## config.mk

```make
export PLATFORM = sky130hd
export DESIGN_NAME = load_agu
export DESIGN_NICKNAME = d
export VERILOG_FILES = /design/src/rtl/lsu_pkg.sv /design/src/rtl/agu_pipe_stage.sv /design/src/rtl/load_agu.sv
export SDC_FILE = /design/constraint.sdc
export NUM_CORES = 1
export LEC_CHECK = 0
export ABC_AREA = 0
export BUFFER_PORTS_ARGS = -buffer_cell sky130_fd_sc_hd__buf_4
export CAP_MARGIN = 20
export CORE_MARGIN = 2
export CORE_UTILIZATION = 30
export DETAILED_ROUTE_END_ITERATION = 8
export PLACE_DENSITY = 0.57
export SLEW_MARGIN = 20
export SYNTH_ARGS = -nofsm -noshare
export SYNTH_HDL_FRONTEND = slang
export SYNTH_SLANG_ARGS = --single-unit
```

## constraint.sdc

```tcl
create_clock -name clk -period 6 [get_ports clk]
set_input_delay 1.2 -clock clk [delete_from_list [all_inputs] [get_ports clk]]
set_output_delay 1.2 -clock clk [all_outputs]
set_load 0.005 [all_outputs]
```

## src/rtl/lsu_pkg.sv

```systemverilog
// Shared load/store-unit types: memory size and exception cause encodings,
// the issued load op, the load-queue enqueue payload and the AGU S2 payload.
package lsu_pkg;

    localparam int LSU_ADDR_W = 32;
    localparam int LSU_ROB_W  = 6;
    localparam int LSU_IMM_W  = 12;

    typedef enum logic [1:0] {
        SZ_BYTE = 2'b00,
        SZ_HALF = 2'b01,
        SZ_WORD = 2'b10,
        SZ_ILL  = 2'b11
    } mem_size_e;

    typedef enum logic [1:0] {
        EXC_NONE     = 2'b00,
        EXC_MISALIGN = 2'b01,
        EXC_ILLEGAL  = 2'b10
    } exc_cause_e;

    typedef struct packed {
        logic [LSU_ROB_W-1:0]  rob;
        logic [LSU_ADDR_W-1:0] base;
        logic [LSU_IMM_W-1:0]  imm;
        mem_size_e             size;
        logic                  sext;
    } agu_op_t;

    typedef struct packed {
        logic [LSU_ROB_W-1:0]  rob;
        logic [LSU_ADDR_W-1:0] addr;
        mem_size_e             size;
        logic                  sext;
    } lq_enq_t;

    // S2 holds the enqueue payload plus the fault verdict for it.
    typedef struct packed {
        lq_enq_t    enq;
        exc_cause_e cause;
    } agu_s2_t;

    // Illegal size outranks misalignment; bytes never misalign.
    function automatic exc_cause_e fault_check(input mem_size_e size, input logic [1:0] addr_lo);
        exc_cause_e c;
        c = EXC_NONE;
        if (size == SZ_ILL)
            c = EXC_ILLEGAL;
        else if (size == SZ_WORD && addr_lo != 2'b00)
            c = EXC_MISALIGN;
        else if (size == SZ_HALF && addr_lo[0])
            c = EXC_MISALIGN;
        return c;
    endfunction

endpackage

```

## src/rtl/agu_pipe_stage.sv

```systemverilog
// Generic single-entry valid/ready register stage with flush.
// Accepts when empty or when the current entry leaves this cycle.
module agu_pipe_stage
    import lsu_pkg::*;
#(
    parameter type T = logic
) (
    input  logic clk,
    input  logic rst,
    input  logic flush,
    input  logic in_valid_i,
    output logic in_ready_o,
    input  T     in_data_i,
    output logic out_valid_o,
    input  logic out_ready_i,
    output T     out_data_o
);

    logic valid_q, valid_d;
    T     data_q,  data_d;

    assign in_ready_o  = !valid_q || out_ready_i;
    assign out_valid_o = valid_q;
    assign out_data_o  = data_q;

    // Next state: flush empties the stage and drops whatever is offered.
    always_comb begin
        valid_d = valid_q;
        data_d  = data_q;
        if (flush) begin
            valid_d = 1'b0;
        end else if (in_ready_o) begin
            valid_d = in_valid_i;
            if (in_valid_i)
                data_d = in_data_i;
        end
    end

    // Stage register; payload is zeroed by reset so idle outputs read 0.
    always_ff @(posedge clk) begin
        if (rst) begin
            valid_q <= 1'b0;
            data_q  <= '0;
        end else begin
            valid_q <= valid_d;
            data_q  <= data_d;
        end
    end

endmodule

```

## src/rtl/load_agu.sv

```systemverilog
// Load address-generation unit: S1 registers the issued op, the effective
// address and fault check are computed between S1 and S2, S2 either enqueues
// into the load queue or raises a one-cycle exception to the ROB.
module load_agu
    import lsu_pkg::*;
#(
    // Widths must match the lsu_pkg struct fields.
    parameter int ADDR_W = LSU_ADDR_W,
    parameter int ROB_W  = LSU_ROB_W,
    parameter int IMM_W  = LSU_IMM_W
) (
    input  logic              clk,
    input  logic              rst,
    input  logic              flush,
    input  logic              in_valid,
    output logic              in_ready,
    input  logic [ROB_W-1:0]  in_rob,
    input  logic [ADDR_W-1:0] in_base,
    input  logic [IMM_W-1:0]  in_imm,
    input  logic [1:0]        in_size,
    input  logic              in_sext,
    output logic              out_valid,
    input  logic              out_ready,
    output logic [ROB_W-1:0]  out_rob,
    output logic [ADDR_W-1:0] out_addr,
    output logic [1:0]        out_size,
    output logic              out_sext,
    output logic              exc_valid,
    output logic [ROB_W-1:0]  exc_rob,
    output logic [1:0]        exc_cause,
    output logic [ADDR_W-1:0] exc_addr
);

    agu_op_t     op_in, s1_op;
    agu_s2_t     s2_in, s2_q;
    logic        s1_valid, s1_ready;
    logic        s2_valid, s2_ready, s2_fire, s2_fault;
    logic [ADDR_W-1:0] ea;

    // Pack the issue port into an op.
    always_comb begin
        op_in      = '0;
        op_in.rob  = in_rob;
        op_in.base = in_base;
        op_in.imm  = in_imm;
        op_in.size = mem_size_e'(in_size);
        op_in.sext = in_sext;
    end

    agu_pipe_stage #(.T(agu_op_t)) u_s1 (
        .clk         (clk),
        .rst         (rst),
        .flush       (flush),
        .in_valid_i  (in_valid),
        .in_ready_o  (s1_ready),
        .in_data_i   (op_in),
        .out_valid_o (s1_valid),
        .out_ready_i (s2_ready),
        .out_data_o  (s1_op)
    );

    // Effective address (carry out dropped) and fault verdict for S2.
    always_comb begin
        ea             = s1_op.base + {{(ADDR_W-IMM_W){s1_op.imm[IMM_W-1]}}, s1_op.imm};
        s2_in          = '0;
        s2_in.enq.rob  = s1_op.rob;
        s2_in.enq.addr = ea;
        s2_in.enq.size = s1_op.size;
        s2_in.enq.sext = s1_op.sext;
        s2_in.cause    = fault_check(s1_op.size, ea[1:0]);
    end

    // A faulting op leaves S2 after its single exception cycle, whatever
    // the load queue is doing; a good op leaves only on a real enqueue.
    assign s2_fault = s2_q.cause != EXC_NONE;
    assign s2_fire  = s2_valid && (s2_fault || out_ready);

    agu_pipe_stage #(.T(agu_s2_t)) u_s2 (
        .clk         (clk),
        .rst         (rst),
        .flush       (flush),
        .in_valid_i  (s1_valid),
        .in_ready_o  (s2_ready),
        .in_data_i   (s2_in),
        .out_valid_o (s2_valid),
        .out_ready_i (s2_fire),
        .out_data_o  (s2_q)
    );

    // Handshakes are suppressed during reset and flush so nothing is
    // accepted, enqueued or reported in those cycles.
    assign in_ready  = !rst && !flush && s1_ready;
    assign out_valid = !rst && !flush && s2_valid && !s2_fault;
    assign exc_valid = !rst && !flush && s2_valid &&  s2_fault;

    assign out_rob   = s2_q.enq.rob;
    assign out_addr  = s2_q.enq.addr;
    assign out_size  = s2_q.enq.size;
    assign out_sext  = s2_q.enq.sext;
    assign exc_rob   = s2_q.enq.rob;
    assign exc_addr  = s2_q.enq.addr;
    assign exc_cause = s2_q.cause;

endmodule
```

After elaboration in Yosys (flattened, before gate mapping)
Cells that the tools add are included.
{ "word_totals": {"regBits": 98, "output_inout_bits": 84} }
{ "classes": {"mux": 3, "n_eq_ne": 3, "bitwise": 1, "n_reduce_logical": 21, "addsub": 1} }
{ "ops": {"columns": ["operator", "n"], "rows": [
  ["adder 32 bit", 1],
  ["logical AND 1 bit", 8],
  ["AND reduction 3 bit", 2],
  ["logical NOT 1 bit", 5],
  ["== test 2 bit (second input constant)", 2],
  ["nonzero test 2 bit", 2],
  ["logical OR 1 bit", 3],
  ["== test 2 x 1 -> 1 bit (second input constant)", 1],
  ["2-to-1 mux 1 bit", 2],
  ["2-to-1 mux 2 bit", 1],
  ["OR reduction 2 bit", 1],
  ["inverter 1 bit", 1]
]} }

Longest topological paths before layout
{ "logic_depth": {"ltp_word": 6, "mapped_depth": 9, "mapped_depth_nobuf": 9} }

Hierarchy
A second synthesis with hierarchy kept.
{ "unflattened": {"cells_unflattened": 728, "hier_area_um2": 6610.1} }
{ "by_module_without_submodules": {"columns": ["mod", "seq_area_each_um2", "area_each_um2", "n_inst", "cells_each"], "rows": [
  ["agu_pipe_stage at u_s1", 1081.0, 2442.3, 1, 235],
  ["load_agu", 0.0, 2153.3, 1, 301],
  ["agu_pipe_stage at u_s2", 880.8, 2014.4, 1, 192]
]} }

Worst setup path before layout
OpenSTA, ideal clock, no wires.
{ "synth_path": {"kind": "input port to output port", "from": "input out_ready", "to": "output in_ready", "arrival_time_ns": 1.889, "stages": 3, "path_buffers": 0, "slack_ns": 2.911, "path_cell_list": "nor4b_1 -> and2_1 -> nor3_1"} }
{ "synth_via": {"elab_chain_cells": 5} }
{ "synth_rtl": {"columns": ["item", "line", "text"], "rows": [
  ["start: declaration", "load_agu.sv:23", "input logic out_ready,"],
  ["logical OR 1 bit", "load_agu.sv:76", "assign s2_fire = s2_valid && (s2_fault || out_ready);"],
  ["logical AND 1 bit", "load_agu.sv:76", null],
  ["logical OR 1 bit (2 in a row)", "agu_pipe_stage.sv:22", "assign in_ready_o = !valid_q || out_ready_i;"],
  ["logical AND 1 bit", "load_agu.sv:92", "assign in_ready = !rst && !flush && s1_ready;"],
  ["end: declaration", "load_agu.sv:16", "output logic in_ready,"]
]} }
Every way passes these cells.

Worst setup path after layout
{ "layout_path": {"from": "input rst", "to": "output out_valid"} }
{ "layout_via": {"elab_chain_cells": 4} }
{ "layout_rtl": {"columns": ["item", "line", "text"], "rows": [
  ["start: declaration", "load_agu.sv:13", "input logic rst,"],
  ["logical NOT 1 bit", "load_agu.sv:93", "assign out_valid = !rst && !flush && s2_valid && !s2_fault;"],
  ["logical AND 1 bit (3 in a row)", "load_agu.sv:93", null],
  ["end: declaration", "load_agu.sv:22", "output logic out_valid,"]
]} }
Every way passes these cells.

==> qor.yml <==
outcome:
  status: "complete, no violations"
placement:
  dp_hpwl_um: 10800
  place_area_mm2: 0.00640
  port_buffers: 141
  place_ws_ns: 2.34
  place_congestion: 0.848
  place_inst: 993
detailed_routing:
  viasPerCell: 4.94
  drt-initial-drc-count: 274
  post_drt_wl_per_cell_um: 14.7
  drc: 0
  ant_nets: 0
  route.vias.total: 4980
  drt_wl_total_um: 14800
  drt_pass1_iterations: 4
pwr:
  leakagePower_nw: 2.88
  p_per_area_mw_per_mm2: 215
  peakVddDrop_mv: 0.110
floorplanning:
  die_h_um: 139
  io_pins: 142
  dieArea_mm2: 0.0194
  core_area_mm2: 0.0180
  num_rows: 49
  initial_utilization_pct: 30.5
  die_x_um: 139
critical_path:
  cp-start-kind: "primary input"
  arrival_ns: 2.42
  crit_fanout: 92
  end_kind: "primary output"
  worst-setup-path-type: "in2out"
  ff2ff_path_depth: 9
  crit_required_ns: 4.80
worst_hold_path:
  whs_path_depth: 2
  min_path_type: "reg2reg"
timing:
  slew_violations: 0
  setup_viol: 0
  setup_ws_ns: 2.38
  clock.fmax_ghz: 0.277
  final.period_utilization_pct: 60.3
  rsz0062_at_grt: "no"
  tightestPinTransition_ns: 0.980
  max_slew_margin_pct: 34.7
  hold_viol: 0
  tns_ns: 0
  min_period_ns: 3.62
  fin_skew_ns: 0.00882
cts:
  cts_made_buffers: 9
  h-tree-depth: 3
  clock-sinks: 98
  cts_tree: "done"
  cts_hold_buf: 0
  clockBufferDepth: 2
  clock_latency_ns: 0.35
  post_cts_resized: 0
  clk_pin_slew_ns: 0.08
  cts_setup_buffers: 0
  clock_tree.root_cell: "clkbuf_16"
logic_synthesis:
  synth_top_family_by_area: "compound AO/OA/AOI/OAI gates"
  synthAdderAreaFrac_pct: 7.45
  synth_warnings: 0
  yosysSeqAreaShare_pct: 35.8
  synth-compound-area-share_pct: 23.3
  syn_area_mm2: 0.00548
  synth_common_cells: "165 x nand2_1, 106 x a21oi_1, 98 x dfxtp_1"
  syn_inst: 703
  synth_top_area_share_pct: 35.8
  synth_xor_area_share_pct: 3.84
  synth_cell_types: 59
  yosys.area_share.simple_pct: 20.5
  syn_avg_cell_area_um2: 7.79
  synthFlopType: "dfxtp_1"
  yosys_register_bits: 98
  yosysTopAreaCell: "dfxtp_1"
  synth_edf_count: 0
  yosysMostFrequentCell: "nand2_1"
  synth_area_leaders: "dfxtp_1 36%, nand2_1 11%, a21oi_1 9.7%, ha_1 7.1%, buf_4 5.2%"
  async_flop_share_pct: 0
  postSynthNetCount: 793
  synthMuxAreaShare_pct: 0
global_routing:
  gr-total-overflow: 0
  grt_pass1_vias: 4619
  grt_max_degree: 93
  track_usage_pct: 15.1
  antenna_found_initial: 0
  grt_pass1_wl_um: 24000
finish:
  n_antenna_cell: 0
  layout.nets: 865
  layout-drive-gt1-share_pct: 22.4
  final_area_mm2: 0.00670
  layoutNonFillerInstCount: 1009
  area_growth_pct: 22.3
flow_run:
  maxCapViolations: 0
## state kept, by name, indices dropped and copies added (netlist names)
register and cells:
u_s1.out_valid_o 1, u_s2.out_data_o 43, u_s2.out_valid_o 1, u_s1.out_data_o 53
## path summary, 6_finish.rpt
check,end,slack [ns],from
setup / recovery,out_valid,2.38,rst
hold / removal,u_s2.out_data_o[41]$_SDFFE_PP0P_,0.45,u_s1.out_data_o[51]$_SDFFE_PP0P_
setup reg to reg,u_s2.out_data_o[27]$_SDFFE_PP0P_,3.13,u_s1.out_data_o[14]$_SDFFE_PP0P_
hold reg to reg,u_s2.out_data_o[41]$_SDFFE_PP0P_,0.45,u_s1.out_data_o[51]$_SDFFE_PP0P_
## layout by cell type, fill, tap and decap left out, drive strengths merged, types with 2 or more instances in the layout
master,count
a31oi,2
o21ai,21
o221ai,3
a21oi,107
nor3b,3
ha,31
xnor2,17
buf,146
or3,3
nor3,11
nand3,11
nor4b,3
a211oi,7
a41o,3
and3,6
o21bai,6
clkbuf,10
nor2b,3
nand2,165
or2,3
a21o,14
xor2,7
a22o,12
nor2,20
and4,4
o21a,6
o211ai,4
or3b,2
nand4,7
a41oi,3
o22ai,2
dfxtp,98
a311oi,4
and2,4
inv,14
## kinds of logic (layout without fill, tap and decap cells)
family / after synthesis / in the layout
DFF: 98 / 98
adders and majority gates: 32 / 32
AOI/OAI and AO/OA: 205 / 205
buffers and inverters: 94 / 171
xor gates and xnor gates: 24 / 24
and+or+nand+nor: 250 / 250
## final cells by class
cell class	count	area, um2
clock buffers	10	239
clock inverters	6	53.8
fillers	1925	11300
inverters	9	33.8
multi-input cells	511	3030
flip-flops and latches	98	1960
well taps	229	287
repair buffers	146	1100
## critical path, cell delays in order
cell	delay, ns
buf_4	0.70
nor2_1	0.17
nand2_1	0.14
nor3_1	0.05
buf_4	0.14
## per-stage QoR
step	total power [W]	util (%)	hold WS, ns
after floorplan	0.000811	-	0.432
after global placement	0.000882	35.7	0.440
after detailed placement	0.000883	35.7	0.447
after CTS	0.00146	37.3	0.458
after global routing	0.00151	37.3	0.470
final	0.00144	37.3	0.454
## where the power goes
part	internal (W)	total, W	switching (W)	leakage (nW)
combinational	0.0000776	0.000183	0.000105	1.94
sequential	0.000670	0.000684	0.0000132	0.797
clock	0.000302	0.000576	0.000274	0.142
total	0.00105	0.00144	0.000393	2.88
## layer usage
layer / vias to the layer above / track usage [%] / share of wire, %
met2: 119 / 23.0 / 43
met1: 2274 / 21.8 / 52
met5: - / 0 / 0
met4: 0 / 4.25 / 1.1
met3: 11 / 2.66 / 4.7
li1: 2576 / - / -
Power figures use the tool's default switching activity.
